## config.mk

```make
export PLATFORM = sky130hd
export DESIGN_NAME = ccip_mmio_csr_responder_flat
export DESIGN_NICKNAME = d
export VERILOG_FILES = /design/src/rtl/ccip_mmio_csr_responder_if.sv /design/src/rtl/ccip_mmio_csr_responder.sv /design/src/flat_wrapper.sv
export SDC_FILE = /design/constraint.sdc
export NUM_CORES = 1
export LEC_CHECK = 0
export CAP_MARGIN = 20
export CELL_PAD_IN_SITES_DETAIL_PLACEMENT = 0
export CELL_PAD_IN_SITES_GLOBAL_PLACEMENT = 1
export CORE_MARGIN = 3
export CORE_UTILIZATION = 34
export DETAILED_ROUTE_END_ITERATION = 16
export PLACE_DENSITY_LB_ADDON = 0.1
export SETUP_SLACK_MARGIN = 0.1
export SYNTH_ARGS = -nofsm -noshare
export SYNTH_HDL_FRONTEND = slang
export SYNTH_SLANG_ARGS = --single-unit
```

## constraint.sdc

```tcl
create_clock -name pClk -period 2.3 [get_ports pClk]
set_clock_uncertainty 0.15 [all_clocks]
set_input_delay 0.23 -clock pClk [delete_from_list [all_inputs] [get_ports pClk]]
set_output_delay 0.23 -clock pClk [all_outputs]
set_load 0.01 [all_outputs]
```

## src/rtl/ccip_mmio_csr_responder_if.sv

```systemverilog
// CCI-P MMIO request (Rx c0) and read-response (Tx c2) signals between host side and AFU.
interface ccip_mmio_csr_responder_if;
    logic        c0_mmio_rd_valid;
    logic        c0_mmio_wr_valid;
    logic [15:0] c0_address;
    logic [1:0]  c0_length;
    logic [8:0]  c0_tid;
    logic [63:0] c0_data;

    logic        c2_mmio_rd_valid;
    logic [8:0]  c2_tid;
    logic [63:0] c2_data;

    modport master (
        output c0_mmio_rd_valid, c0_mmio_wr_valid, c0_address, c0_length, c0_tid, c0_data,
        input  c2_mmio_rd_valid, c2_tid, c2_data
    );

    modport slave (
        input  c0_mmio_rd_valid, c0_mmio_wr_valid, c0_address, c0_length, c0_tid, c0_data,
        output c2_mmio_rd_valid, c2_tid, c2_data
    );
endinterface

```

## src/rtl/ccip_mmio_csr_responder.sv

```systemverilog
// AFU MMIO CSR block: DFH, AFU_ID, scratch and write counter, answering reads on c2
// with a fixed two-cycle pipeline.
module ccip_mmio_csr_responder #(
    parameter logic [63:0] AFU_ID_L        = 64'h0,
    parameter logic [63:0] AFU_ID_H        = 64'h0,
    parameter logic [3:0]  FEATURE_REV     = 4'h0,
    parameter logic [23:0] NEXT_DFH_OFFSET = 24'h0,
    parameter logic        DFH_EOL         = 1'b1,
    parameter logic [63:0] SCRATCH_RESET   = 64'h0
) (
    input  logic                            pClk,
    input  logic                            pck_cp2af_softReset,
    ccip_mmio_csr_responder_if.slave        ccip,
    output logic [63:0]                     scratch_q
);

    typedef enum logic [1:0] {
        LEN_4B  = 2'd0,
        LEN_8B  = 2'd1,
        LEN_64B = 2'd2
    } mmio_len_e;

    localparam logic [63:0] DFH = {4'h1, 19'h0, DFH_EOL, NEXT_DFH_OFFSET, FEATURE_REV, 12'h0};

    localparam logic [14:0] IDX_DFH      = 15'd0;
    localparam logic [14:0] IDX_AFU_ID_L = 15'd1;
    localparam logic [14:0] IDX_AFU_ID_H = 15'd2;
    localparam logic [14:0] IDX_SCRATCH  = 15'd5;
    localparam logic [14:0] IDX_WR_CNT   = 15'd6;

    logic [14:0] req_index;
    mmio_len_e   req_len;
    logic [63:0] wr_cnt;

    logic        s1_valid;
    logic [8:0]  s1_tid;
    logic [14:0] s1_index;
    logic        s1_upper;
    mmio_len_e   s1_len;

    logic [63:0] reg_val;
    logic [63:0] rd_data;

    assign req_index = ccip.c0_address[15:1];
    assign req_len   = mmio_len_e'(ccip.c0_length);

    // Write path: counter counts every accepted write, only index 5 stores data.
    always_ff @(posedge pClk) begin
        if (pck_cp2af_softReset) begin
            scratch_q <= SCRATCH_RESET;
            wr_cnt    <= '0;
        end else if (ccip.c0_mmio_wr_valid) begin
            wr_cnt <= wr_cnt + 64'd1;
            if (req_index == IDX_SCRATCH) begin
                case (req_len)
                    LEN_8B: scratch_q <= ccip.c0_data;
                    LEN_4B: begin
                        if (ccip.c0_address[0])
                            scratch_q[63:32] <= ccip.c0_data[31:0];
                        else
                            scratch_q[31:0]  <= ccip.c0_data[31:0];
                    end
                    default: ;
                endcase
            end
        end
    end

    // Stage 1: capture the read request.
    always_ff @(posedge pClk) begin
        if (pck_cp2af_softReset) begin
            s1_valid <= 1'b0;
            s1_tid   <= '0;
            s1_index <= '0;
            s1_upper <= 1'b0;
            s1_len   <= LEN_4B;
        end else begin
            s1_valid <= ccip.c0_mmio_rd_valid;
            s1_tid   <= ccip.c0_tid;
            s1_index <= req_index;
            s1_upper <= ccip.c0_address[0];
            s1_len   <= req_len;
        end
    end

    always_comb begin
        reg_val = '0;
        case (s1_index)
            IDX_DFH:      reg_val = DFH;
            IDX_AFU_ID_L: reg_val = AFU_ID_L;
            IDX_AFU_ID_H: reg_val = AFU_ID_H;
            IDX_SCRATCH:  reg_val = scratch_q;
            IDX_WR_CNT:   reg_val = wr_cnt;
            default:      reg_val = '0;
        endcase
    end

    // 64B (and undefined) lengths still get a response, carrying zero data.
    always_comb begin
        rd_data = '0;
        case (s1_len)
            LEN_8B:  rd_data = reg_val;
            LEN_4B:  rd_data = {32'h0, s1_upper ? reg_val[63:32] : reg_val[31:0]};
            default: rd_data = '0;
        endcase
    end

    // Stage 2: drive the response; hdr/data hold when no response is issued.
    always_ff @(posedge pClk) begin
        if (pck_cp2af_softReset) begin
            ccip.c2_mmio_rd_valid <= 1'b0;
            ccip.c2_tid           <= '0;
            ccip.c2_data          <= '0;
        end else begin
            ccip.c2_mmio_rd_valid <= s1_valid;
            if (s1_valid) begin
                ccip.c2_tid  <= s1_tid;
                ccip.c2_data <= rd_data;
            end
        end
    end

endmodule

```

## src/flat_wrapper.sv

```systemverilog
// flat-port wrapper written by rule: the top's interface ports become plain ports
module ccip_mmio_csr_responder_flat 
#(
    parameter logic [63:0] AFU_ID_L        = 64'h0,
    parameter logic [63:0] AFU_ID_H        = 64'h0,
    parameter logic [3:0]  FEATURE_REV     = 4'h0,
    parameter logic [23:0] NEXT_DFH_OFFSET = 24'h0,
    parameter logic        DFH_EOL         = 1'b1,
    parameter logic [63:0] SCRATCH_RESET   = 64'h0
)
  (pClk, pck_cp2af_softReset, scratch_q, ccip_c0_mmio_rd_valid, ccip_c0_mmio_wr_valid, ccip_c0_address, ccip_c0_length, ccip_c0_tid, ccip_c0_data, ccip_c2_mmio_rd_valid, ccip_c2_tid, ccip_c2_data);
  ccip_mmio_csr_responder_if ccip_i ();
  input  logic pClk;
  input  logic pck_cp2af_softReset;
  output logic [63:0] scratch_q;
  input wire logic [$bits(ccip_i.c0_mmio_rd_valid)-1:0] ccip_c0_mmio_rd_valid;
  input wire logic [$bits(ccip_i.c0_mmio_wr_valid)-1:0] ccip_c0_mmio_wr_valid;
  input wire logic [$bits(ccip_i.c0_address)-1:0] ccip_c0_address;
  input wire logic [$bits(ccip_i.c0_length)-1:0] ccip_c0_length;
  input wire logic [$bits(ccip_i.c0_tid)-1:0] ccip_c0_tid;
  input wire logic [$bits(ccip_i.c0_data)-1:0] ccip_c0_data;
  output wire logic [$bits(ccip_i.c2_mmio_rd_valid)-1:0] ccip_c2_mmio_rd_valid;
  output wire logic [$bits(ccip_i.c2_tid)-1:0] ccip_c2_tid;
  output wire logic [$bits(ccip_i.c2_data)-1:0] ccip_c2_data;
  assign ccip_i.c0_mmio_rd_valid = ccip_c0_mmio_rd_valid;
  assign ccip_i.c0_mmio_wr_valid = ccip_c0_mmio_wr_valid;
  assign ccip_i.c0_address = ccip_c0_address;
  assign ccip_i.c0_length = ccip_c0_length;
  assign ccip_i.c0_tid = ccip_c0_tid;
  assign ccip_i.c0_data = ccip_c0_data;
  assign ccip_c2_mmio_rd_valid = ccip_i.c2_mmio_rd_valid;
  assign ccip_c2_tid = ccip_i.c2_tid;
  assign ccip_c2_data = ccip_i.c2_data;
  ccip_mmio_csr_responder #(.AFU_ID_L(AFU_ID_L), .AFU_ID_H(AFU_ID_H), .FEATURE_REV(FEATURE_REV), .NEXT_DFH_OFFSET(NEXT_DFH_OFFSET), .DFH_EOL(DFH_EOL), .SCRATCH_RESET(SCRATCH_RESET)) u_core (.pClk(pClk), .pck_cp2af_softReset(pck_cp2af_softReset), .ccip(ccip_i), .scratch_q(scratch_q));
endmodule
```

# [Word-level counts from Yosys, hierarchy flattened]
# Cells that the tools add are included.
[op_classes] n_mux=6 n_reduce_logical=6 add_sub_neg=1 eq_ne=7
[ops] cell="64-bit one-hot mux with 2 select lines" count=2
[ops] cell="64-bit one-hot mux with 3 select lines" count=1
[ops] cell="32-bit 2-to-1 mux" count=3
[ops] cell="64-bit by 1-bit adder with 64-bit output, second input constant" count=1
[ops] cell="15-bit by 3-bit == test with 1-bit output, second input constant" count=3
[ops] cell="15-bit zero test" count=1
[ops] cell="4-bit AND reduction" count=2
[ops] cell="2-bit by 1-bit == test with 1-bit output, second input constant" count=2
[ops] cell="2-bit zero test" count=2
[ops] cell="2-bit != test, second input constant" count=2
[ops] cell="2-bit nonzero test" count=1
[word_totals] elab_cells=31 register_bits=230 output_inout_bits=138 input_bits=95

# [Depth between registers and ports, before layout]
[depth] depth_word=4 mapped_depth=7 mapped_depth_nobuf=6

# [Worst setup path before layout]
# Ideal clock, no wire load.
[synth_path] kind="register to register" start="register u_core.wr_cnt[0]" end="register u_core.wr_cnt[58]" required_ns=2.027 setup_time_ns=0.123 stages_incl_launch_ff=8 t_arrival_ns=2.026 slack_ns=0.001 path_buffers=1 period_less_slack_ns=2.299 cell_sequence="dfxtp_1 > ha_1 > nand3_1 > or4_4 > buf_6 > nor4_4 > nand4_1 > mux2_1"
[synth_between] elab_chain_cells=1
[synth_rtl] item="start, declared" line="ccip_mmio_csr_responder.sv:33" rtl="logic [63:0] wr_cnt;"
[synth_rtl] item="start signal, assigned" line="ccip_mmio_csr_responder.sv:53" rtl="wr_cnt <= wr_cnt + 64'd1;"
[synth_rtl] item="64-bit by 1-bit adder with 64-bit output" line="ccip_mmio_csr_responder.sv:53"
# Every way passes these cells.
# A chain may end at the register's enable or synchronous reset.

# [Worst setup path in the final report]
[layout_path] start="register u_core.wr_cnt[29]" end="register u_core.wr_cnt[52]"
# The elaborated chain is that of the path after synthesis.

==> reports/qor.csv <==
metric,value,unit
critPathMaxFanout,8,
die_area,32100,um^2
hold_class,input pin to flop,
synth_top_cell_by_area,dfxtp_1,
rows,62,
period_share,93.8,%
synth_top_family_by_area,simple AND/OR/NAND/NOR gates,
path_clk_slew,0.06,ns
final_antenna_net_count,0,
reg2reg_to,u_core.wr_cnt[52]$_SDFFE_PP0P_,
synth_common_cells,"dfxtp_1 (230), nand2_1 (154), nor2_1 (115)",
overflow,0,
num_vias,10130,
die_width,179,um
rsz0062_at_grt,yes,
ir_worst_vdd,0.499,mV
intPower,6.63,mW
nNetsFinal,1601,
cp.required,2.61,ns
initial_utilization,35.0,%
synth_cells,1197,
p_sw_share,23.5,%
synth_fa_ha_area_share,0.123,%
synth_edf_count,0,
synthMuxAreaShare,6.39,%
reg2regPathDepth,7,
min_from,ccip_c0_tid[4],
cts.sinks,230,
fmax,0.463,GHz
p_leak,5.01,nW
tritoncts,yes,
die_h,179,um
period_needed,2.16,ns
cp-start-kind,flop,
worstHoldPathCells,2,
wire_per_inst,20.4,um
pwr-share-clk,45.9,%
netlist_area,10200,um^2
synth-seq-cells,230,
core-area,29200,um^2
yosysWarnings,0,
antenna_found_initial,0,
power_frac_comb,7.2,%
drt_first_pass_iters,5,
io_pins,233,
finalHoldViolCount,0,
setup_ws,0.141,ns
gr-usage-met2,36.4,%
timing.hold.ws,0.0988,ns
top_usage_layer,met2,
preCtsSetupSlack,-0.144,ns
crit_type,flop to flop,
antenna_cells,0,
power.density,588,nW/um^2
htreeDepth,1,
slew_headroom,71.6,%
globalRouteMet1Util,34.4,%
drive_above_1_share,16.0,%
synth_top_flop_cell,dfxtp_1,
yosysMostFrequentCell,dfxtp_1,
track_usage,23.6,%
cap_violations,0,
arrival,2.47,ns
fillCellCount,2809,
r2r_start,u_core.wr_cnt[29]$_SDFFE_PP0P_,
whs_endpoint,u_core.s1_tid[4]$_SDFF_PP0_,
p_switching,2.04,mW
worstSkewPairLatency,0.53,ns
wl,38800,um
r2r_slack,0.14,ns
status,completed,
gp_congestion,0.887,
grt_pass1_vias,9879,
ys_seq_area_share,45.2,%
synth_nets,1293,
met3_usage,4.93,%
avgSynthCellArea,8.52,um^2
crit_path_end_kind,flop,
syn2layout_area_growth,44.8,%
cts_buffer_depth,3,
synth_compound_area_share,17.7,%
grt_pass1_wl,58900,um
seqPwrFrac,46.9,%
place_hpwl,29200,um
synth.area.top_cells,"dfxtp_1 (45%), mux2i_1 (6.3%), nand2_1 (5.7%), a21oi_1 (4.7%), nor2_1 (4.2%)",
synthArstFlopShare,0,%
port_buffers,232,
yosysUniqueCellTypes,52,
setup_viol,0,
grt_max_degree,77,
drtIter0Drc,684,
synth_top_area_share,45.2,%
slew_viol_final,0,
viasPerCell,5.31,
tightest_slew,0.426,ns
utilization,50.6,%
synth-simple-area-share,23.9,%
cts_buffers,27,
synth_xor_area_share,2.92,%
drcViolationCount,0,
root_buffer,clkbuf_16,
cell usage in the layout, fill, tap and decap left out, types with 5 or more instances in the layout:
master | synthesis | final
clkdlybuf4s50_1 | 0 | 231
nor2b_1 | 31 | 30
nand2_1 | 154 | 154
o21ai_0 | 55 | 55
a311oi_1 | 32 | 32
nor4_1 | 12 | 10
a22o_1 | 42 | 42
or3_1 | 25 | 25
clkbuf_1 | 88 | 6
inv_1 | 5 | 5
clkbuf_16 | 0 | 27
o31ai_1 | 6 | 6
dfxtp_1 | 230 | 215
or4_1 | 11 | 8
o22ai_1 | 13 | 13
nor2_1 | 115 | 113
buf_4 | 0 | 129
mux2i_1 | 64 | 64
xnor2_1 | 15 | 15
o221a_2 | 15 | 15
a21oi_1 | 95 | 94
nand4_1 | 34 | 34
nand3_1 | 53 | 51
xor2_1 | 19 | 19
nor3_1 | 27 | 23
clkinv_2 | 0 | 7
dfxtp_2 | 0 | 12
buf_12 | 0 | 9
and3_1 | 8 | 7
through the flow:
stage	power (mW)	std cells	area (um^2)	TNS, ns
global route	8.98	1907	14800	0
detailed placement	4.78	1846	13800	-2.82
floorplan	4.43	1197	10200	0
global placement	4.78	1846	13800	-2.38
finish	8.68	1907	14800	0
CTS	8.76	1896	14600	0
cell type report:
cell class              count  area (um^2)  area share (%)
clock inverters            10         58.8           0.398
multi-input cells         866         5300            35.9
inverters                   6         22.5           0.153
well taps                 384          480            3.25
repair buffers            374         3520            23.8
flip-flops and latches    230         4630            31.4
clock buffers              37          753            5.10
how the worst max path moves through the flow:
stage                                               from                             end  slack, ns  cells past startpoint
after floorplan           u_core.wr_cnt[47]$_SDFFE_PP0P_  u_core.wr_cnt[58]$_SDFFE_PP0P_       0.12                      6
after global routing      u_core.wr_cnt[10]$_SDFFE_PP0P_  u_core.wr_cnt[56]$_SDFFE_PP0P_       0.06                      8
after detailed placement           ccip_c0_mmio_wr_valid  u_core.wr_cnt[58]$_SDFFE_PP0P_      -0.14                      7
after global placement             ccip_c0_mmio_wr_valid  u_core.wr_cnt[58]$_SDFFE_PP0P_      -0.13                      7
after CTS                 u_core.wr_cnt[39]$_SDFFE_PP0P_  u_core.wr_cnt[58]$_SDFFE_PP0P_       0.11                      5
final                     u_core.wr_cnt[29]$_SDFFE_PP0P_  u_core.wr_cnt[52]$_SDFFE_PP0P_       0.14                      7
critical path: stages (launching register included):
cell	delay, ns
dfxtp_1	0.34
nand4_1	0.19
buf_4	0.21
nor3_1	0.23
nand4_1	0.15
buf_4	0.18
or4_1	0.50
a21oi_1	0.14
logic make-up (layout without fill, tap and decap cells):
group,Yosys count,in the layout
mux,65,65
xor+xnor,34,34
simple gates,494,494
compound gates,272,272
buf+inv,101,427
fa+ha+maj,1,1
flops,230,230
flip-flops by register name, indices dropped and copies added, names as in the netlist:
name / cells
u_core.s1_index: 15
u_core.ccip.c2_tid: 9
u_core.ccip.c2_mmio_rd_valid: 1
u_core.ccip.c2_data: 64
u_core.s1_upper: 1
u_core.s1_tid: 9
u_core.s1_valid: 1
u_core.s1_len: 2
u_core.wr_cnt: 64
u_core.scratch_q: 64
timing repair:
item,4_1_cts,5_1_grt
hold endpoints to repair,28,0
gates cloned,0,0
resized for setup,3,27
hold buffers,1,0
pin swaps,1,7
setup endpoints to repair,21,49
buffers inserted,2,11
power groups by stage:
stage	registers (mW)	clock network (mW)	logic [mW]
after floorplan	4.16	0	0.265
after global placement	4.15	0	0.627
after detailed placement	4.16	0	0.625
after CTS	4.07	4.07	0.628
after global routing	4.07	4.22	0.682
final	4.07	3.98	0.628
layer usage:
layer  share of wire, %  wire, um
met2                 45     17500
met1                 47     18200
met5                  0         0
met4                1.4       530
met3                6.7      2590
Note: power is estimated with default switching activity, not from simulation.
